--- src/rtl/dmem_arb_pkg.sv ---
// Shared types and defaults for the data-RAM arbiter.
// Holds the arbiter state enum, the RAM-port owner encoding and the default bus widths.
package dmem_arb_pkg;

  localparam int unsigned DMEM_ADDR_WIDTH  = 12;
  localparam int unsigned DMEM_DATA_WIDTH  = 32;
  localparam int unsigned STARVE_CNT_WIDTH = 4;

  typedef enum logic {
    NORMAL = 1'b0,
    FORCE  = 1'b1
  } arb_state_e;

  typedef enum logic [1:0] {
    OWN_NONE = 2'd0,
    OWN_CPU  = 2'd1,
    OWN_SEC  = 2'd2
  } owner_e;

endpackage

--- src/rtl/dmem_arbiter_if.sv ---
// Bus bundle between the CPU dmem port, the secondary requester and the RAM.
// slave  : arbiter view (CPU/secondary requests in, RAM controls out, read data in).
// master : environment view (CPU, secondary requester and RAM model).
interface dmem_arbiter_if
  import dmem_arb_pkg::*;
#(
  parameter int unsigned ADDR_WIDTH = DMEM_ADDR_WIDTH,
  parameter int unsigned DATA_WIDTH = DMEM_DATA_WIDTH
) ();

  logic                  cpu_access;
  logic                  cpu_wren;
  logic [ADDR_WIDTH-1:0] cpu_addr;
  logic [DATA_WIDTH-1:0] cpu_data;
  logic [DATA_WIDTH-1:0] cpu_q;
  logic                  cpu_stall;

  logic                  sec_req;
  logic                  sec_we;
  logic [ADDR_WIDTH-1:0] sec_addr;
  logic [DATA_WIDTH-1:0] sec_wdata;
  logic                  sec_gnt;
  logic [DATA_WIDTH-1:0] sec_rdata;
  logic                  sec_rvalid;

  logic                  ram_wEn;
  logic [ADDR_WIDTH-1:0] ram_addr;
  logic [DATA_WIDTH-1:0] ram_dataIn;
  logic [DATA_WIDTH-1:0] ram_dataOut;

  modport slave (
    input  cpu_access, cpu_wren, cpu_addr, cpu_data,
    output cpu_q, cpu_stall,
    input  sec_req, sec_we, sec_addr, sec_wdata,
    output sec_gnt, sec_rdata, sec_rvalid,
    output ram_wEn, ram_addr, ram_dataIn,
    input  ram_dataOut
  );

  modport master (
    output cpu_access, cpu_wren, cpu_addr, cpu_data,
    input  cpu_q, cpu_stall,
    output sec_req, sec_we, sec_addr, sec_wdata,
    input  sec_gnt, sec_rdata, sec_rvalid,
    input  ram_wEn, ram_addr, ram_dataIn,
    output ram_dataOut
  );

endinterface

--- src/rtl/arb_starve_counter.sv ---
// Counts consecutive cycles the secondary requester was denied.
// Ports: clock, reset (sync, active-high), inc, clr, limit -> hit.
// hit flags the increment that reaches limit, i.e. the edge that must force a grant.
module arb_starve_counter
  import dmem_arb_pkg::*;
(
  input  logic                        clock,
  input  logic                        reset,
  input  logic                        inc,
  input  logic                        clr,
  input  logic [STARVE_CNT_WIDTH-1:0] limit,
  output logic                        hit
);

  logic [STARVE_CNT_WIDTH-1:0] cnt_q, cnt_d;

  // Count register
  always_ff @(posedge clock) begin
    if (reset) begin
      cnt_q <= '0;
    end else begin
      cnt_q <= cnt_d;
    end
  end

  // Clear has priority over increment
  always_comb begin
    cnt_d = cnt_q;
    if (clr) begin
      cnt_d = '0;
    end else if (inc) begin
      cnt_d = cnt_q + STARVE_CNT_WIDTH'(1);
    end
  end

  assign hit = inc && (cnt_q == (limit - STARVE_CNT_WIDTH'(1)));

endmodule

--- src/rtl/dmem_arbiter.sv ---
// Shares the single-port data RAM between the CPU load/store port and one
// secondary requester. CPU has priority; after STARVE_LIMIT denied cycles the
// CPU is stalled for one cycle (FORCE) and the secondary requester is served.
// Ports: clock, reset (sync, active-high), bus (dmem_arbiter_if.slave).
module dmem_arbiter
  import dmem_arb_pkg::*;
#(
  parameter int unsigned ADDR_WIDTH   = DMEM_ADDR_WIDTH,
  parameter int unsigned DATA_WIDTH   = DMEM_DATA_WIDTH,
  parameter int unsigned STARVE_LIMIT = 4
) (
  input logic           clock,
  input logic           reset,
  dmem_arbiter_if.slave bus
);

  arb_state_e            state_q, state_d;
  logic                  cpu_stall_q, cpu_stall_d;
  logic                  sec_rvalid_q, sec_rvalid_d;

  owner_e                owner_c;
  logic                  force_c;
  logic                  sec_gnt_c;
  logic                  starve_inc_c;
  logic                  starve_clr_c;
  logic                  starve_hit_c;
  logic                  ram_wen_c;
  logic [ADDR_WIDTH-1:0] ram_addr_c;
  logic [DATA_WIDTH-1:0] ram_wdata_c;

  // State and registered outputs
  always_ff @(posedge clock) begin
    if (reset) begin
      state_q      <= NORMAL;
      cpu_stall_q  <= 1'b0;
      sec_rvalid_q <= 1'b0;
    end else begin
      state_q      <= state_d;
      cpu_stall_q  <= cpu_stall_d;
      sec_rvalid_q <= sec_rvalid_d;
    end
  end

  // Owner selection and RAM port mux; reset forces the NORMAL rules
  always_comb begin
    owner_c     = OWN_NONE;
    ram_wen_c   = 1'b0;
    ram_addr_c  = bus.cpu_addr;
    ram_wdata_c = bus.cpu_data;
    force_c     = (state_q == FORCE) && !reset;

    if (force_c) begin
      if (bus.sec_req) owner_c = OWN_SEC;
    end else if (bus.cpu_access) begin
      owner_c = OWN_CPU;
    end else if (bus.sec_req) begin
      owner_c = OWN_SEC;
    end

    case (owner_c)
      OWN_CPU: ram_wen_c = bus.cpu_wren;
      OWN_SEC: begin
        ram_wen_c   = bus.sec_we;
        ram_addr_c  = bus.sec_addr;
        ram_wdata_c = bus.sec_wdata;
      end
      default: ;
    endcase

    sec_gnt_c    = (owner_c == OWN_SEC);
    starve_inc_c = !force_c && bus.sec_req && !sec_gnt_c;
    starve_clr_c = sec_gnt_c || !bus.sec_req || force_c;
  end

  arb_starve_counter u_starve (
    .clock (clock),
    .reset (reset),
    .inc   (starve_inc_c),
    .clr   (starve_clr_c),
    .limit (STARVE_CNT_WIDTH'(STARVE_LIMIT)),
    .hit   (starve_hit_c)
  );

  // Next state; FORCE always lasts exactly one cycle
  always_comb begin
    state_d      = NORMAL;
    cpu_stall_d  = 1'b0;
    sec_rvalid_d = sec_gnt_c && !bus.sec_we;
    case (state_q)
      NORMAL:  state_d = starve_hit_c ? FORCE : NORMAL;
      FORCE:   state_d = NORMAL;
      default: state_d = NORMAL;
    endcase
    cpu_stall_d = (state_d == FORCE);
  end

  assign bus.ram_wEn    = ram_wen_c;
  assign bus.ram_addr   = ram_addr_c;
  assign bus.ram_dataIn = ram_wdata_c;
  assign bus.sec_gnt    = sec_gnt_c;
  assign bus.cpu_stall  = cpu_stall_q;
  assign bus.sec_rvalid = sec_rvalid_q;
  assign bus.cpu_q      = bus.ram_dataOut;
  assign bus.sec_rdata  = bus.ram_dataOut;

endmodule

--- src/flat_wrapper.sv ---
// flat-port wrapper written by rule: the top's interface ports become plain ports
module dmem_arbiter_flat import dmem_arb_pkg::*;
#(
  parameter int unsigned ADDR_WIDTH   = DMEM_ADDR_WIDTH,
  parameter int unsigned DATA_WIDTH   = DMEM_DATA_WIDTH,
  parameter int unsigned STARVE_LIMIT = 4
)
  (clock, reset, bus_cpu_access, bus_cpu_wren, bus_cpu_addr, bus_cpu_data, bus_cpu_q, bus_cpu_stall, bus_sec_req, bus_sec_we, bus_sec_addr, bus_sec_wdata, bus_sec_gnt, bus_sec_rdata, bus_sec_rvalid, bus_ram_wEn, bus_ram_addr, bus_ram_dataIn, bus_ram_dataOut);
  dmem_arbiter_if #(.ADDR_WIDTH(ADDR_WIDTH), .DATA_WIDTH(DATA_WIDTH)) bus_i ();
  input logic clock;
  input logic reset;
  input wire logic [$bits(bus_i.cpu_access)-1:0] bus_cpu_access;
  input wire logic [$bits(bus_i.cpu_wren)-1:0] bus_cpu_wren;
  input wire logic [$bits(bus_i.cpu_addr)-1:0] bus_cpu_addr;
  input wire logic [$bits(bus_i.cpu_data)-1:0] bus_cpu_data;
  output wire logic [$bits(bus_i.cpu_q)-1:0] bus_cpu_q;
  output wire logic [$bits(bus_i.cpu_stall)-1:0] bus_cpu_stall;
  input wire logic [$bits(bus_i.sec_req)-1:0] bus_sec_req;
  input wire logic [$bits(bus_i.sec_we)-1:0] bus_sec_we;
  input wire logic [$bits(bus_i.sec_addr)-1:0] bus_sec_addr;
  input wire logic [$bits(bus_i.sec_wdata)-1:0] bus_sec_wdata;
  output wire logic [$bits(bus_i.sec_gnt)-1:0] bus_sec_gnt;
  output wire logic [$bits(bus_i.sec_rdata)-1:0] bus_sec_rdata;
  output wire logic [$bits(bus_i.sec_rvalid)-1:0] bus_sec_rvalid;
  output wire logic [$bits(bus_i.ram_wEn)-1:0] bus_ram_wEn;
  output wire logic [$bits(bus_i.ram_addr)-1:0] bus_ram_addr;
  output wire logic [$bits(bus_i.ram_dataIn)-1:0] bus_ram_dataIn;
  input wire logic [$bits(bus_i.ram_dataOut)-1:0] bus_ram_dataOut;
  assign bus_i.cpu_access = bus_cpu_access;
  assign bus_i.cpu_wren = bus_cpu_wren;
  assign bus_i.cpu_addr = bus_cpu_addr;
  assign bus_i.cpu_data = bus_cpu_data;
  assign bus_cpu_q = bus_i.cpu_q;
  assign bus_cpu_stall = bus_i.cpu_stall;
  assign bus_i.sec_req = bus_sec_req;
  assign bus_i.sec_we = bus_sec_we;
  assign bus_i.sec_addr = bus_sec_addr;
  assign bus_i.sec_wdata = bus_sec_wdata;
  assign bus_sec_gnt = bus_i.sec_gnt;
  assign bus_sec_rdata = bus_i.sec_rdata;
  assign bus_sec_rvalid = bus_i.sec_rvalid;
  assign bus_ram_wEn = bus_i.ram_wEn;
  assign bus_ram_addr = bus_i.ram_addr;
  assign bus_ram_dataIn = bus_i.ram_dataIn;
  assign bus_i.ram_dataOut = bus_ram_dataOut;
  dmem_arbiter #(.ADDR_WIDTH(ADDR_WIDTH), .DATA_WIDTH(DATA_WIDTH), .STARVE_LIMIT(STARVE_LIMIT)) u_core (.clock(clock), .reset(reset), .bus(bus_i));
endmodule
--- config.mk ---
export PLATFORM = sky130hd
export DESIGN_NAME = dmem_arbiter_flat
export DESIGN_NICKNAME = d
export VERILOG_FILES = /design/src/rtl/dmem_arb_pkg.sv /design/src/rtl/dmem_arbiter_if.sv /design/src/rtl/arb_starve_counter.sv /design/src/rtl/dmem_arbiter.sv /design/src/flat_wrapper.sv
export SDC_FILE = /design/constraint.sdc
export NUM_CORES = 1
export LEC_CHECK = 0
export ABC_AREA = 1
export CAP_MARGIN = 20
export CORE_AREA = 2 2 92 94
export CTS_CLUSTER_DIAMETER = 120
export DETAILED_ROUTE_END_ITERATION = 16
export DIE_AREA = 0 0 94 96
export GPL_TIMING_DRIVEN = 0
export PLACE_DENSITY = 0.71
export SLEW_MARGIN = 20
export SYNTH_ARGS = -nofsm -noshare
export SYNTH_HDL_FRONTEND = slang
export SYNTH_SLANG_ARGS = --single-unit
--- constraint.sdc ---
create_clock -name clock -period 2.97 [get_ports clock]
set_input_delay 0.594 -clock clock [delete_from_list [all_inputs] [get_ports clock]]
set_output_delay 0.594 -clock clock [all_outputs]
set_load 0.01 [all_outputs]
==> flow_metrics.env <==
export IMPL_clockRootBuffer="clkbuf_8"
export IMPL_clkLatencyLatePin_ns=0.22
export IMPL_first_pass_iters=4
export IMPL_p_leak_nw=1.79
export IMPL_globalRouteOverflowTotal=0
export IMPL_die_height_um=96
export IMPL_wirelength_um=6330
export IMPL_core_sq_mm=0.00805
export IMPL_nets=584
export IMPL_io_pins=238
export IMPL_grt_max_degree=11
export IMPL_r2r_cells=9
export IMPL_port_buffers=205
export IMPL_num_rows=33
export IMPL_routedWlPerCell_um=11.4
export IMPL_track_usage_pct=12.2
export IMPL_ys_seq_area_share_pct=8.86
export IMPL_grt_antenna_before_repair=0
export IMPL_setup_violations=0
export IMPL_finalPower_w=0.000672
export IMPL_worst_pin_slew_ns=0.183
export IMPL_diodes=0
export IMPL_hold_path_class="reg2reg"
export IMPL_end_kind="output port"
export IMPL_period_needed_ns=2.87
export IMPL_numCtsBuffers=3
export IMPL_syn_area_sq_mm=0.00136
export IMPL_cts_buffer_depth=2
export IMPL_critical_path_class="in2out"
export IMPL_startpoint_type="input pin"
export IMPL_dp_final_hpwl_um=5610
export IMPL_vias=2080
export IMPL_irDropWorstVdd_v=0.000238
export IMPL_crit_fanout=10
export IMPL_worst_slew_margin_rel_pct=87.7
export IMPL_first_global_vias=1957
export IMPL_crit_arrival_ns=2.28
export IMPL_worstPathRequired_ns=2.38
export IMPL_synth_cells=241
export IMPL_skew_ns=0.00143
export IMPL_gp_congestion=0.668
export IMPL_fin_crit_sh_pct=96.6
export IMPL_cts_tree="yes"
export IMPL_syn_num_nets=370
export IMPL_dpl_cell_area_sq_mm=0.00354
export IMPL_syn_to_final_growth_pct=164
export IMPL_die_width_um=94
export IMPL_drive_gt1_share_pct=19.4
export IMPL_fin_util_pct=44.4
export IMPL_synth_seq_cells=6
export IMPL_yosys_warnings=0
export IMPL_slew_violations=0
export IMPL_syn_avg_cell_area_sq_um=5.62
export IMPL_grt_first_pass_wirelength_um=8890
export IMPL_via_per_inst=3.73
export IMPL_status="complete, no violations"
export IMPL_min_path_cells=1
export IMPL_cts_sinks=6
export IMPL_final_antenna_net_count=0
export IMPL_htreeDepth=1
export IMPL_p_per_area_mw_per_mm2=188
export IMPL_holdBufCountCts=0
export IMPL_drc=0
export IMPL_fmax_ghz=0.349
export IMPL_synthDistinctLibCells=15
export IMPL_final_area_sq_mm=0.00357
export IMPL_die_area_sq_mm=0.00902
export IMPL_clk_pin_slew_ns=0.03
export IMPL_maxCapViolCount=0
export IMPL_hold_viol=0
export IMPL_start_util_pct=16.8
export IMPL_drt_iter0_markers=33
## final cells by class
type / instances / area, sq um
fill: 859 / 4480
timing repair buffer: 209 / 2020
multi-input combinational: 154 / 648
buffer: 73 / 571
tap: 105 / 131
sequential: 6 / 120
clock buffer: 3 / 41.3
inverter: 8 / 37.5
## per-stage QoR
| step | std cells | TNS (ns) | setup slack [ns] | hold WS (ns) |
|---|---|---|---|---|
| 2_1_floorplan | 241 | 0 | 0.735 | 0.430 |
| 3_3_place_gp | 551 | -15.19 | -0.394 | 0.444 |
| 3_5_place_dp | 551 | -17.72 | -0.442 | 0.467 |
| 4_1_cts | 556 | 0 | 0.0461 | 0.473 |
| 5_1_grt | 558 | -0.0594 | -0.0128 | 0.497 |
| 6_report | 558 | 0 | 0.101 | 0.467 |
## final timing paths
check / startpoint / endpoint / slack, ns
setup / recovery: bus_cpu_access / bus_ram_dataIn[20] / 0.10
hold / removal: u_core.u_starve.cnt_q[0] / u_core.u_starve.cnt_q[0] / 0.47
setup reg to reg: u_core.bus.cpu_stall / u_core.bus.sec_rvalid / 1.63
hold reg to reg: u_core.u_starve.cnt_q[0] / u_core.u_starve.cnt_q[0] / 0.47
## where the power goes
part           switching [W]  internal (W)  leakage (nW)
Clock              0.0000355     0.0000871        0.0216
Combinational       0.000157      0.000308          1.72
Sequential        0.00000127     0.0000826        0.0486
## cell usage in the layout (no fill, tap or decap)
cell type,Yosys,final
inv_2,0,1
clkdlybuf4s15_1,0,3
clkdlybuf4s50_1,0,158
dfxtp_1,6,6
nor3_2,1,1
nand2_2,0,2
clkbuf_8,0,3
xnor2_1,1,1
inv_8,0,1
clkbuf_2,0,1
buf_6,5,6
dlymetal6s2s_1,0,1
nand4_1,2,2
nor2_1,5,5
buf_4,65,70
nand3_1,1,1
buf_2,3,1
ha_2,0,1
inv_1,7,6
a21oi_1,1,1
nand2_1,139,137
nand4_4,1,1
ha_1,3,2
dlygate4sd2_1,0,42
## kinds of logic (layout without fill, tap and decap cells)
logic type	after synthesis	in the layout	synth area share (%)
AO/OA/AOI/OAI	1	1	0.369
XOR/XNOR	1	1	0.646
adder cells (fa/ha/maj)	3	3	2.77
buffers and inverters	81	293	43.9
flip-flops	6	6	8.86
AND/OR/NAND/NOR	149	149	43.5
## registers in the layout, indices dropped and copies added (netlist names)
| name | count |
|---|---|
| u_core.bus.sec_rvalid | 1 |
| u_core.bus.cpu_stall | 1 |
| u_core.u_starve.cnt_q | 4 |
## worst max-delay path, stage by stage
cell,delay [ns]
clkdlybuf4s50_1,0.47
nand2_2,0.08
nand2_2,0.08
inv_1,0.04
ha_2,0.18
buf_6,0.14
buf_4,0.14
buf_4,0.16
nand2_1,0.06
nand2_1,0.05
dlygate4sd2_1,0.28
## Yosys cell counts
master | number | area (sq um)
nor2_1 | 5 | 18.8
nor3_2 | 1 | 10.0
inv_1 | 7 | 26.3
nand4_4 | 1 | 21.3
inv_6 | 1 | 8.76
buf_4 | 65 | 488
ha_1 | 3 | 37.5
dfxtp_1 | 6 | 120
a21oi_1 | 1 | 5.00
buf_6 | 5 | 56.3
buf_2 | 3 | 15.0
nand4_1 | 2 | 12.5
nand2_1 | 139 | 522
nand3_1 | 1 | 5.00
xnor2_1 | 1 | 8.76
## repair_timing
action,in CTS,in global routing
gates cloned,0,1
buffers inserted,2,1
pin swaps,0,0
resized for setup,52,9
setup endpoints to repair,45,33
## per-layer routing
| metal | GRT usage [%] | wire (um) |
|---|---|---|
| met5 | 0 | 0 |
| met4 | 2.29 | 65 |
| met3 | 3.37 | 703 |
| met2 | 25.5 | 3520 |
| met1 | 11.8 | 2050 |
(Power assumes the default switching activity.)
